### src/rtl/uart_sched_pkg.sv
// Shared types and defaults for the uart_tx byte-channel scheduler.
// Optional build macro used by the scheduler: UART_SCHED_PRIO_EN.
package uart_sched_pkg;

    typedef enum logic [1:0] {
        IDLE    = 2'd0,
        GRANTED = 2'd1,
        DRAIN   = 2'd2
    } sched_state_e;

    localparam int NREQ_DEF         = 3;
    localparam int DATA_W_DEF       = 8;
    localparam int MAX_BURST_DEF    = 16;
    localparam int STALL_CYCLES_DEF = 1024;

    // Requester slot wired to the command_translator drive-byte stream.
    localparam int DRIVE_IDX = 0;

    function automatic int idx_w(input int n);
        return (n > 1) ? $clog2(n) : 1;
    endfunction

endpackage

### src/rtl/uart_tx_scheduler_rr_arbiter.sv
// Round-robin pick: first set request strictly after ptr, wrapping.
// Purely combinational; the caller owns and updates the pointer.
module rr_arbiter
    import uart_sched_pkg::*;
#(
    parameter int NREQ = NREQ_DEF,
    localparam int IW  = idx_w(NREQ)
) (
    input  logic [NREQ-1:0] req,
    input  logic [IW-1:0]   ptr,
    output logic [NREQ-1:0] gnt,
    output logic [IW-1:0]   idx,
    output logic            any
);

    always_comb begin
        gnt = '0;
        idx = '0;
        any = 1'b0;
        // Offsets 1..NREQ so the previous winner is checked last.
        for (int k = 1; k <= NREQ; k++) begin
            if (!any && req[(int'(ptr) + k) % NREQ]) begin
                any = 1'b1;
                gnt[(int'(ptr) + k) % NREQ] = 1'b1;
                idx = IW'((int'(ptr) + k) % NREQ);
            end
        end
    end

endmodule

### src/rtl/uart_tx_scheduler.sv
// Packet-granular round-robin scheduler sharing one uart_tx byte channel.
// Build macro UART_SCHED_PRIO_EN gives the drive-command requester strict priority.
module uart_tx_scheduler
    import uart_sched_pkg::*;
#(
    parameter int NREQ         = NREQ_DEF,
    parameter int DATA_W       = DATA_W_DEF,
    parameter int MAX_BURST    = MAX_BURST_DEF,
    parameter int STALL_CYCLES = STALL_CYCLES_DEF
) (
    input  logic                     clk,
    input  logic                     reset_n,
    input  logic [NREQ-1:0]          req_valid,
    input  logic [NREQ*DATA_W-1:0]   req_data,
    input  logic [NREQ-1:0]          req_last,
    output logic [NREQ-1:0]          req_ready,
    output logic [DATA_W-1:0]        tx_data,
    output logic                     tx_valid,
    input  logic                     tx_ready,
    output logic [NREQ-1:0]          grant,
    output logic                     busy,
    output logic                     stall_err
);

    localparam int IW = idx_w(NREQ);
    localparam int BW = $clog2(MAX_BURST + 1);
    localparam int SW = $clog2(STALL_CYCLES);

    sched_state_e      state_q,     state_d;
    logic [NREQ-1:0]   grant_q,     grant_d;
    logic [IW-1:0]     owner_q,     owner_d;
    logic [IW-1:0]     rr_ptr_q,    rr_ptr_d;
    logic [BW-1:0]     burst_q,     burst_d;
    logic [SW-1:0]     stall_q,     stall_d;
    logic              tx_valid_q,  tx_valid_d;
    logic [DATA_W-1:0] tx_data_q,   tx_data_d;
    logic              busy_q,      busy_d;
    logic              stall_err_q, stall_err_d;

    logic              loadable;
    logic              accept;
    logic              owner_valid;
    logic              owner_last;
    logic [DATA_W-1:0] owner_data;

    logic [NREQ-1:0]   arb_gnt;
    logic [IW-1:0]     arb_idx;
    logic              arb_any;
    logic [NREQ-1:0]   win_gnt;
    logic [IW-1:0]     win_idx;
    logic              upd_ptr;

    function automatic logic [SW-1:0] stall_sat_inc(input logic [SW-1:0] v);
        return (v == {SW{1'b1}}) ? v : v + 1'b1;
    endfunction

    rr_arbiter #(
        .NREQ (NREQ)
    ) u_rr_arbiter (
        .req (req_valid),
        .ptr (rr_ptr_q),
        .gnt (arb_gnt),
        .idx (arb_idx),
        .any (arb_any)
    );

    always_comb begin
        win_gnt = arb_gnt;
        win_idx = arb_idx;
        upd_ptr = 1'b1;
`ifdef UART_SCHED_PRIO_EN
        // A priority win leaves the pointer alone so the others keep their turn order.
        if (req_valid[DRIVE_IDX]) begin
            win_gnt            = '0;
            win_gnt[DRIVE_IDX] = 1'b1;
            win_idx            = IW'(DRIVE_IDX);
            upd_ptr            = 1'b0;
        end
`endif
    end

    always_comb begin
        owner_valid = 1'b0;
        owner_last  = 1'b0;
        owner_data  = '0;
        for (int i = 0; i < NREQ; i++) begin
            if (owner_q == IW'(i)) begin
                owner_valid = req_valid[i];
                owner_last  = req_last[i];
                owner_data  = req_data[i*DATA_W +: DATA_W];
            end
        end
    end

    // The slot may refill in the same cycle it drains, so packets stream back to back.
    assign loadable  = !tx_valid_q || tx_ready;
    assign accept    = (state_q == GRANTED) && owner_valid && loadable;
    assign req_ready = accept ? grant_q : '0;

    always_comb begin
        state_d     = state_q;
        grant_d     = grant_q;
        owner_d     = owner_q;
        rr_ptr_d    = rr_ptr_q;
        burst_d     = burst_q;
        stall_d     = stall_q;
        tx_valid_d  = tx_valid_q;
        tx_data_d   = tx_data_q;
        stall_err_d = 1'b0;

        if (tx_valid_q && tx_ready) begin
            tx_valid_d = 1'b0;
        end
        if (accept) begin
            tx_valid_d = 1'b1;
            tx_data_d  = owner_data;
        end

        case (state_q)
            IDLE: begin
                if (arb_any) begin
                    state_d = GRANTED;
                    grant_d = win_gnt;
                    owner_d = win_idx;
                    if (upd_ptr) begin
                        rr_ptr_d = win_idx;
                    end
                end
            end
            GRANTED: begin
                if (accept) begin
                    burst_d = burst_q + 1'b1;
                    stall_d = '0;
                    if (owner_last || (burst_d == BW'(MAX_BURST))) begin
                        state_d = DRAIN;
                    end
                end else if (!owner_valid && !tx_valid_q) begin
                    // Idle time only counts once the slot is empty; backpressure is not a stall.
                    if (stall_q == SW'(STALL_CYCLES - 1)) begin
                        state_d     = DRAIN;
                        stall_err_d = 1'b1;
                    end else begin
                        stall_d = stall_sat_inc(stall_q);
                    end
                end
            end
            DRAIN: begin
                if (!tx_valid_q || tx_ready) begin
                    state_d = IDLE;
                    grant_d = '0;
                    burst_d = '0;
                    stall_d = '0;
                end
            end
            default: begin
                state_d = IDLE;
                grant_d = '0;
                burst_d = '0;
                stall_d = '0;
            end
        endcase

        busy_d = (state_d != IDLE);
    end

    always_ff @(posedge clk or negedge reset_n) begin
        if (!reset_n) begin
            state_q     <= IDLE;
            grant_q     <= '0;
            owner_q     <= '0;
            rr_ptr_q    <= IW'(NREQ - 1);
            burst_q     <= '0;
            stall_q     <= '0;
            tx_valid_q  <= 1'b0;
            tx_data_q   <= '0;
            busy_q      <= 1'b0;
            stall_err_q <= 1'b0;
        end else begin
            state_q     <= state_d;
            grant_q     <= grant_d;
            owner_q     <= owner_d;
            rr_ptr_q    <= rr_ptr_d;
            burst_q     <= burst_d;
            stall_q     <= stall_d;
            tx_valid_q  <= tx_valid_d;
            tx_data_q   <= tx_data_d;
            busy_q      <= busy_d;
            stall_err_q <= stall_err_d;
        end
    end

    assign tx_valid  = tx_valid_q;
    assign tx_data   = tx_data_q;
    assign grant     = grant_q;
    assign busy      = busy_q;
    assign stall_err = stall_err_q;

endmodule
### config.mk
export PLATFORM = sky130hd
export DESIGN_NAME = uart_tx_scheduler
export DESIGN_NICKNAME = d
export VERILOG_FILES = /design/src/rtl/uart_sched_pkg.sv /design/src/rtl/uart_tx_scheduler_rr_arbiter.sv /design/src/rtl/uart_tx_scheduler.sv
export SDC_FILE = /design/constraint.sdc
export NUM_CORES = 1
export LEC_CHECK = 0
export BUFFER_PORTS_ARGS = -buffer_cell sky130_fd_sc_hd__buf_4
export CORE_UTILIZATION = 30
export DETAILED_ROUTE_END_ITERATION = 16
export PLACE_DENSITY = 0.58
export SLEW_MARGIN = 20
export SYNTH_ARGS = -nofsm -noshare
export SYNTH_HDL_FRONTEND = slang
export SYNTH_HIERARCHICAL = 1
export SYNTH_SLANG_ARGS = --single-unit
### constraint.sdc
create_clock -name clk -period 2.9 [get_ports clk]
set_clock_uncertainty 0.15 [all_clocks]
set_input_delay 0.145 -clock clk [delete_from_list [all_inputs] [get_ports clk]]
set_output_delay 0.145 -clock clk [all_outputs]
set_load 0.02 [all_outputs]
==> run summary, run 1 <==
Max Buffers Root-to-Sink - 2
Max-slew violation count - 0
Max frequency - 0.4134 GHz
Mapped Nets - 284
CP Launch Type - register
Worst Path Required - 2.92 ns
Post-Route Setup TNS - 0 ns
Worst setup EP type - register
Cells after DPL - 384
First-pass GRT wire length - 8638 um
Via density - 4.912
Number of synthesized register bits - 34
Resized cells post-CTS - 0
Final WL - 5018 um
Initial Utilization - 31.50%
Pwr dens - 929.2 nW/um^2
Post-synth EDFFs - 0
TritonCTS Buffers - 5
Post-CTS Setup Bufs - 0
FF-to-FF setup slack - 0.48 ns
Final setup vio count - 0
Final nets - 341
Register area share after synthesis - 39.16%
RR Endpoint - owner_q[0]$_DFFE_PN0P_
Pre-CTS WS - 0.4884 ns
Via count - 1960
Share of cells above drive strength 1 - 25.74%
Port bufs - 49
Min-Delay Path Class - in -> reg
Site Rows - 30
Reg2reg path depth - 8
Leading post-synthesis cells by cell area - dfrtp_1, mux2i_1, nand2_1
Ys async rst share - 100.0%
Tot GR Track Use - 14.61%
Residual DRC - 0
Outcome - completed
R2r startpoint - owner_q[0]$_DFFE_PN0P_
Number of distinct library cells after synthesis - 51
Initial antenna violation count - 0
I/O pin total - 50
Post-synth design cell area - 2176 sq um
Commonest cells after routing, fill and taps aside - buf_4, dfrtp_1, nand2_1, nor2_1, o21ai_0
Largest net degree at the start of global routing - 35
Worst-Margin Slew - 0.6135 ns
Worst-Skew Late Latency - 0.29 ns
Post-DRT Antenna Nets - 0
Max Cap Viol - 0
Final Cycle Share - 83.42%
Crit path to - owner_q[0]$_DFFE_PN0P_
RSZ-0062 raised after global routing - no
Clk root buf - clkbuf_8
Diodes inserted - 0
Synth top area share - 37.95%
Detail Placement HPWL - 3795 um
Mean post-synth cell area - 8.881 sq um
Drt first-iter violations - 88
Routed len/inst - 12.58 um
Post-Synthesis Cells - 245
CTS tree - yes
Pleak - 1.297 nW
Gpl congestion - 0.8896
Hold Vio Cnt, Final - 0
Final min period - 2.419 ns
Total gr overflow - 0
H-Tree Depth - 2
Max VDD drop - 0.3093 mV
Launch point of the worst path - owner_q[0]$_DFFE_PN0P_
DR pass1 iterations - 4
Core area - 6907 sq um
Critical path type - reg -> reg
Fin cells - 399
Most common cell after layout, fill and taps aside - buf_4
Critical Path Fanout Max - 10
Max-slew headroom - 58.98%
Number of fill cells - 747
Clock sinks - 34
Clock transition at the registers of the reported paths - 0.07 ns
Final WS setup - 0.4809 ns
P&R area growth vs syn - 29.84%
Die height - 87.17 um
Yosys warns - 6
Die Area - 7598 sq um
Top_reg_cell synth - dfrtp_1
Worst EP arrival - 2.44 ns
Die X - 87.17 um
Vias in the first global route - 1844
Post-synth top area cell - dfrtp_1
==> worst min-delay path by stage <==
| stage | from | end | slack [ns] | depth (start not counted) |
|---|---|---|---|---|
| after floorplan | reset_n | burst_q[0]$_DFFE_PN0P_ | -0.30 | 0 |
| after global placement | reset_n | stall_q[4]$_DFFE_PN0P_ | -0.02 | 1 |
| after detailed placement | reset_n | stall_q[4]$_DFFE_PN0P_ | -0.02 | 1 |
| after CTS | req_data[16] | tx_data[0]$_DFFE_PN0P_ | 0.004 | 3 |
| after global routing | req_data[20] | tx_data[4]$_DFFE_PN0P_ | 0.01 | 3 |
| final | req_data[16] | tx_data[0]$_DFFE_PN0P_ | 0.006 | 3 |
==> flip-flops by register name, summed over array words and instances (netlist names), 2 cells and up <==
signal	flops
grant	3
stall_q	10
burst_q	5
state_q	2
tx_data	8
owner_q	2
==> power breakdown <==
group | internal, mW | total (mW) | switching (mW)
logic | 0.617 | 1.42 | 0.798
registers | 0.632 | 0.781 | 0.149
clock network | 0.253 | 0.429 | 0.176
total | 1.50 | 2.63 | 1.12
==> per-layer routing <==
metal / wire length [um] / vias up / GRT usage [%]
met5: 0 / - / 0
met4: 38 / 0 / 3.577
met3: 308 / 4 / 4.645
met2: 2288 / 53 / 23.69
met1: 2383 / 901 / 18.96
li1: - / 1002 / -
==> cell usage after synthesis, types with 2 or more instances <==
library cell,count
a211o_1,3
a21boi_0,3
a21o_1,2
a21oi_1,15
a221o_1,2
a22o_1,4
a22o_2,5
a31oi_1,2
a32oi_1,3
and2_1,7
and3_1,2
and3_4,2
buf_1,2
buf_2,2
clkbuf_1,5
dfrtp_1,33
ha_1,6
inv_1,7
mux2_2,5
mux2i_1,11
nand2_1,27
nand2b_1,7
nand3_1,10
nand4_1,3
nor2_1,22
nor2b_1,3
nor3_1,2
nor4_1,3
o21ai_0,19
o21bai_1,2
o31ai_1,3
or4_1,2
xor2_1,3
==> repair_timing <==
action                     4_1_cts  5_1_grt
hold endpoints to repair        40        0
setup endpoints to repair        0        0
hold buffers                     7        0
==> critical path, cell delays in order (launching register included) <==
cell      delay, ns
dfrtp_1        0.41
inv_1          0.08
ha_1           0.41
nand2b_1       0.21
a21bo_1        0.19
nand3_1        0.13
nand2b_1       0.20
and2_1         0.19
mux2_2         0.34
==> final cells by class <==
class                      instances  area, sq um  area share, %
tap                               96        120.1          4.252
clock inverter                     3        40.04          1.417
timing repair buffer              61        475.5          16.83
clock buffer                       5        68.82          2.436
sequential                        34        852.1          30.16
multi-input combinational        193         1242          43.98
inverter                           7        26.28         0.9300
==> kinds of logic (layout without fill, tap and decap cells) <==
| group | count (synthesis) | in the layout | synth area share, % |
|---|---|---|---|
| and+or+nand+nor | 97 | 97 | 22.54 |
| muxes | 16 | 16 | 7.648 |
| xor gates and xnor gates | 4 | 4 | 1.610 |
| AOI/OAI and AO/OA | 70 | 70 | 21.85 |
| buffers and inverters | 18 | 76 | 3.738 |
| adders and majority gates | 6 | 6 | 3.450 |
| DFF | 34 | 34 | 39.16 |
==> metrics by stage <==
step | hold WS (ns) | util [%] | total power [mW] | area (sq um)
2_1_floorplan | -0.3006 | - | 1.789 | 2176
3_3_place_gp | -0.02345 | 38.32 | 2.184 | 2646
3_5_place_dp | -0.02184 | 38.32 | 2.202 | 2646
4_1_cts | 0.004155 | 40.91 | 2.651 | 2825
5_1_grt | 0.01415 | 40.91 | 2.856 | 2825
6_report | 0.005969 | 40.91 | 2.625 | 2825
Note: power is estimated with default switching activity, not from simulation.
==> inputs of run 2 (changes only) <==
--- a/config.mk
+++ b/config.mk
@@ -8,7 +8,7 @@
 export BUFFER_PORTS_ARGS = -buffer_cell sky130_fd_sc_hd__buf_4
 export CORE_UTILIZATION = 30
 export DETAILED_ROUTE_END_ITERATION = 16
-export PLACE_DENSITY = 0.58
+export PLACE_DENSITY = 0.59
 export SLEW_MARGIN = 20
 export SYNTH_ARGS = -nofsm -noshare
 export SYNTH_HDL_FRONTEND = slang
==> constraint.sdc (replaced) <==
create_clock -name clk -period 2 [get_ports clk]
set_clock_uncertainty 0.15 [all_clocks]
set_input_delay 0.1 -clock clk [delete_from_list [all_inputs] [get_ports clk]]
set_output_delay 0.1 -clock clk [all_outputs]
set_load 0.02 [all_outputs]
==> run summary, run 2 (same netlist as run 1, synthesis figures left out) <==
Worst-Margin Slew - 0.5326 ns (-0.08087 ns)
Core area - 6907 sq um (unchanged)
Min-Delay Path Class - in -> reg
Port bufs - 49 (unchanged)
Met3 wire length - 261 um (-15%)
Hold Vio Cnt, Final - 0 (unchanged)
Clock transition at the registers of the reported paths - 0.07 ns (about the same)
Via density - 5.016 (+2.1%)
CP Buf/Inv Count - 0 (-1)
Routed len/inst - 13.15 um (+4.5%)
Final nets - 388 (+14%)
Final Total Pwr - 4.816 mW (+83%)
Max Cap Viol - 0 (unchanged)
Layout Utilization - 49.38% (+8.5 points)
Largest net degree at the start of global routing - 35 (unchanged)
Crit path depth - 7 (-1)
Total gr overflow - 0 (unchanged)
I/O pin total - 50 (unchanged)
CP max stage delay - 0.59 ns (+0.18 ns)
Tot GR Track Use - 16.53% (+1.9 points)
M1 WL - 2764 um (+16%)
Final min period - 2.132 ns (-0.2866 ns)
Drt first-iter violations - 143 (+63%)
Most common cell after layout, fill and taps aside - buf_4
Cell family with most CP delay - flip-flops
Die height - 87.17 um (unchanged)
Clock sinks - 34 (unchanged)
Crit path top cell by count - nand2b_4
Die X - 87.17 um (unchanged)
Max-slew violation count - 0 (unchanged)
Via count - 2237 (+14%)
Clk root buf - clkbuf_8
Residual DRC - 0 (unchanged)
Max VDD drop - 0.5246 mV (+70%)
Final WS setup - -0.1325 ns (-0.6134 ns)
Final WL - 5863 um (+17%)
Share of cells above drive strength 1 - 44.00% (+18 points)
Initial Utilization - 31.50% (unchanged)
Critical-path top delay cell - dfstp_2
Worst hold start - tx_ready
Max layer used - met4
P&R area growth vs syn - 56.76%
Post-route cell area - 3411 sq um (+21%)
RSZ-0062 raised after global routing - yes
Met2 routed WL - 2765 um (+21%)
Dpl cell area - 2967 sq um (+12%)
H-Tree Depth - 2 (unchanged)
Number of fill cells - 679 (-9.1%)
Gpl congestion - 0.8439 (-5.1%)
Commonest cells after routing, fill and taps aside - buf_4, dfrtp_1, nand2_1, nor2_1
Detail Placement HPWL - 4151 um (+9.4%)
R2r startpoint - rr_ptr_q[1]$_DFFE_PN1P_
Initial antenna violation count - 0 (unchanged)
Worst EP arrival - 2.16 ns (-0.28 ns)
Critical path type - reg -> reg
Max reg flops - 10 (unchanged)
Max frequency - 0.4689 GHz (+13%)
Final Cycle Share - 106.6% (+23 points)
Worst Path Required - 2.03 ns (-0.89 ns)
Top reg by flops - stall_q
Launch point of the worst path - rr_ptr_q[1]$_DFFE_PN1P_
Max Buffers Root-to-Sink - 2 (unchanged)
Vias in the first global route - 2198 (+19%)
Diodes inserted - 0 (unchanged)
Worst-Skew Late Latency - 0.29 ns (about the same)
Crit path to - owner_q[1]$_DFFE_PN0P_
TritonCTS Buffers - 5 (unchanged)
Reg2reg path depth - 7 (-1)
Pwr dens - 1412 nW/um^2 (+52%)
Post-DRT Antenna Nets - 0 (unchanged)
RR Endpoint - owner_q[1]$_DFFE_PN0P_
Site Rows - 30 (unchanged)
Pleak - 1.588 nW (+22%)
CP Launch Type - register
Critical Path Fanout Max - 5 (-5)
Worst setup EP type - register
Final setup vio count - 6 (+6)
Cell chain of the critical path - ha_4 -> nand2b_4 -> a21bo_1 -> nand3_2 -> nand2b_4 -> and2_4 -> mux2_4
Max-slew headroom - 64.49% (+5.5 points)
Outcome - complete, but fails checks
FF-to-FF setup slack - -0.13 ns (-0.61 ns)
CTS tree - yes
DR pass1 iterations - 4 (unchanged)
Die Area - 7598 sq um (unchanged)
First-pass GRT wire length - 9867 um (+14%)
Failing checks - setup timing
==> run 2: cell types whose count changed in the layout (fill, tap and decap cells not counted), sizes merged <==
cell	change
buf	+44
clkbuf	+2
dlygate4sd3	+2
a2111o	+1
bufinv	-1
clkinv	-1
==> run 2: area by class of cell <==
type / instances / area [sq um] / share of cell area, %
clock buffers: 7 / 86.33 / 2.531
multi-input cells: 194 / 1460 / 42.81
clock inverters: 1 / 5.005 / 0.1467
inverters: 7 / 26.28 / 0.7704
flip-flops and latches: 34 / 853.3 / 25.02
well taps: 96 / 120.1 / 3.522
repair buffers: 107 / 859.6 / 25.20
==> run 2: per-stage QoR <==
stage	std cells	worst slack [ns]	hold WS [ns]	TNS [ns]
after floorplan	245	-0.1345	-0.3456	-0.3097
after global placement	418	-0.1753	-0.07401	-1.984
after detailed placement	418	-0.2325	-0.07020	-2.576
after CTS	442	-0.09434	0.05137	-0.5061
after global routing	446	-0.1932	0.09329	-1.361
final	446	-0.1325	0.05568	-0.5397
==> run 2: report_power, final <==
group / internal [mW] / leakage, nW / switching [mW]
Combinational: 1.65 / 1.10 / 1.53
Sequential: 0.918 / 0.440 / 0.185
Clock: 0.278 / 0.0482 / 0.255
Total: 2.84 / 1.59 / 1.97
==> run 2: tightest hold or removal path: cells and delay by family <==
family / cells / cell delay, ns
buffers and inverters: 1 / 0.08
and+or+nand+nor: 2 / 0.28
==> run 2: layer usage <==
layer / vias up / track usage [%]
met2: 53 / 28.85
met3: 5 / 3.697
li1: 1101 / -
met1: 1078 / 20.52
met4: 0 / 4.471
met5: - / 0
==> run 2: how the worst min path moves through the flow <==
stage | slack [ns] | cells after the start | endpoint
2_1_floorplan | -0.35 | 0 | burst_q[0]$_DFFE_PN0P_
6_report | 0.06 | 3 | tx_valid$_DFFE_PN0P_
4_1_cts | 0.05 | 3 | tx_valid$_DFFE_PN0P_
3_3_place_gp | -0.07 | 1 | stall_q[5]$_DFFE_PN0P_
5_1_grt | 0.09 | 3 | tx_valid$_DFFE_PN0P_
3_5_place_dp | -0.07 | 1 | stall_q[5]$_DFFE_PN0P_
==> run 2: timing repair <==
item,4_1_cts,5_1_grt
endpoints found under the setup margin,20,18
hold buffers,9,0
setup buffers,6,4
gates cloned,1,0
endpoints found under the hold margin,42,0
resized for setup,19,26
pin swaps,9,11
==> inputs of run 3 (changes only) <==
--- a/config.mk
+++ b/config.mk
@@ -8,7 +8,8 @@
 export BUFFER_PORTS_ARGS = -buffer_cell sky130_fd_sc_hd__buf_4
 export CORE_UTILIZATION = 30
 export DETAILED_ROUTE_END_ITERATION = 16
-export PLACE_DENSITY = 0.59
+export RECOVER_POWER = 100
+export SKIP_CTS_REPAIR_TIMING = 1
 export SLEW_MARGIN = 20
 export SYNTH_ARGS = -nofsm -noshare
 export SYNTH_HDL_FRONTEND = slang
==> run summary, run 3 (same netlist as run 1, synthesis figures left out) <==
Outcome - complete, but fails checks
Failing checks - setup timing
Share of cells above drive strength 1 - 36.84% (-7.2 points)
CP Buf/Inv Count - 0 (unchanged)
Worst setup EP type - register
Routed len/inst - 12.45 um (-5.3%)
Power share of the clock group - 13.7% (+2.6 points)
Initial Utilization - 31.50% (unchanged)
Pleak - 1.497 nW (-5.7%)
Clock transition at the registers of the reported paths - 0.08 ns (about the same)
Site Rows - 30 (unchanged)
Commonest cells after routing, fill and taps aside - buf_4, dfrtp_1, nand2_1, nor2_1
Max-slew headroom - 45.23% (-19 points)
TritonCTS Buffers - 5 (unchanged)
First-pass GRT wire length - 8631 um (-13%)
Max Cap Viol - 0 (unchanged)
Die Area - 7598 sq um (unchanged)
Multi-input logic area - 1410 sq um (-3.4%)
Vias in the first global route - 1903 (-13%)
P&R area growth vs syn - 50.03%
Detail Placement HPWL - 3917 um (-5.6%)
Total gr overflow - 0 (unchanged)
Post-DRT Antenna Nets - 0 (unchanged)
Max reg flops - 10 (unchanged)
Final Total Pwr - 4.601 mW (-4.5%)
CTS tree - yes
Final WL - 5453 um (-7.0%)
Final setup vio count - 15 (+9)
CP Launch Type - register
Final nets - 380 (-2.1%)
Via count - 2124 (-5.1%)
Min-Delay Path Class - in -> reg
Port bufs - 49 (unchanged)
Pint - 2.719 mW (-4.4%)
Worst Path Required - 2.03 ns (about the same)
Reg2reg path depth - 7 (unchanged)
Critical path type - reg -> reg
Max frequency - 0.4746 GHz (+1.2%)
Core area - 6907 sq um (unchanged)
Final min period - 2.107 ns (-0.02548 ns)
Max-slew violation count - 0 (unchanged)
Initial antenna violation count - 0 (unchanged)
Critical Path Fanout Max - 6 (+1)
Critical-path top delay cell - dfstp_2
Layout Utilization - 47.26% (-2.1 points)
Die X - 87.17 um (unchanged)
Register share of total power - 24.0% (+1.1 points)
Top reg by flops - stall_q
Final WS setup - -0.1070 ns (+0.02548 ns)
Worst-Skew Late Latency - 0.29 ns (about the same)
Cell family with most CP delay - flip-flops
Largest net degree at the start of global routing - 35 (unchanged)
Diodes inserted - 0 (unchanged)
Max Buffers Root-to-Sink - 2 (unchanged)
Cell chain of the critical path - ha_4 -> nand2b_4 -> a21bo_1 -> nand3_2 -> nand2b_4 -> and2_4 -> mux2_4
Number of fill cells - 684 (+0.74%)
Crit path depth - 7 (unchanged)
Max VDD drop - 0.4959 mV (-5.5%)
Clk root buf - clkbuf_8
Worst-Margin Slew - 0.8216 ns (+0.2889 ns)
Gate power share - 62.2% (-3.8 points)
Worst EP arrival - 2.14 ns (-0.02 ns)
Hold Slack - 0.06150 ns (+0.005829 ns)
Drt first-iter violations - 89 (-38%)
CP max stage delay - 0.59 ns (about the same)
Die height - 87.17 um (unchanged)
Pwr dens - 1410 nW/um^2 (-0.17%)
Gpl congestion - 0.8382 (-0.68%)
Most common cell after layout, fill and taps aside - buf_4
Reg area - 853.3 sq um (unchanged)
DR pass1 iterations - 4 (unchanged)
I/O pin total - 50 (unchanged)
Clock sinks - 34 (unchanged)
Via density - 4.849 (-3.3%)
Tot GR Track Use - 14.49% (-2.0 points)
H-Tree Depth - 2 (unchanged)
Crit path top cell by count - nand2b_4
Residual DRC - 0 (unchanged)
Sw Ratio - 40.90% (about the same)
Hold Path Stages - 5 (+2)
Final Cycle Share - 105.4% (-1.3 points)
Hold Vio Cnt, Final - 0 (unchanged)
RSZ-0062 raised after global routing - yes
Net switching power figure - 1.882 mW (-4.5%)
-- run 3: cell type report --
class	count	area share (%)
multi-input combinational	193	43.20
sequential	34	26.14
tap	96	3.680
timing repair buffer	100	22.69
clock buffer	5	2.108
inverter	7	0.8049
clock inverter	3	1.380
-- run 3: metal layers --
| metal | up-vias | wire, um | track usage (%) |
|---|---|---|---|
| li1 | 1080 | - | - |
| met1 | 985 | 2673 | 20.41 |
| met2 | 53 | 2479 | 22.05 |
| met3 | 6 | 230 | 3.318 |
| met4 | 0 | 70 | 4.471 |
| met5 | - | 0 | 0 |
-- run 3: path summary, 6_finish.rpt --
kind                                              start                     end  slack [ns]
worst max-delay path            rr_ptr_q[1]$_DFFE_PN1P_  owner_q[1]$_DFFE_PN0P_       -0.11
worst min register to register   tx_data[2]$_DFFE_PN0P_  tx_data[2]$_DFFE_PN0P_        0.33
worst min-delay path                        req_data[2]  tx_data[2]$_DFFE_PN0P_        0.06
max in group asynchronous                       reset_n  owner_q[0]$_DFFE_PN0P_        0.85
min in group asynchronous                       reset_n  stall_q[3]$_DFFE_PN0P_        0.29
worst max register to register  rr_ptr_q[1]$_DFFE_PN1P_  owner_q[1]$_DFFE_PN0P_       -0.11
-- run 3: worst reg2reg max path: cells and delay by family (launching register included) --
kind                       cells  cell delay [ns]
adders and majority gates      1             0.23
DFF                            1             0.59
muxes                          1             0.29
and+or+nand+nor                4             0.55
AOI/OAI and AO/OA              1             0.18
-- run 3: per-stage QoR --
step / worst slack, ns / instance area, sq um / TNS (ns) / std cells
after floorplan: -0.1345 / 2245 / -0.3097 / 245
after detailed placement: -0.2412 / 2952 / -3.105 / 416
after CTS: -0.3660 / 3065 / -4.392 / 424
final: -0.1070 / 3264 / -0.9611 / 438
after global placement: -0.1547 / 2952 / -1.543 / 416
after global routing: -0.1830 / 3264 / -2.425 / 438
-- run 3: power groups by stage --
stage,clock network (mW),logic [mW],registers (mW)
after floorplan,0,1.56,1.22
after global placement,0,2.61,1.10
after detailed placement,0,2.63,1.11
after CTS,0.658,2.64,1.10
after global routing,0.691,3.13,1.14
final,0.632,2.86,1.11
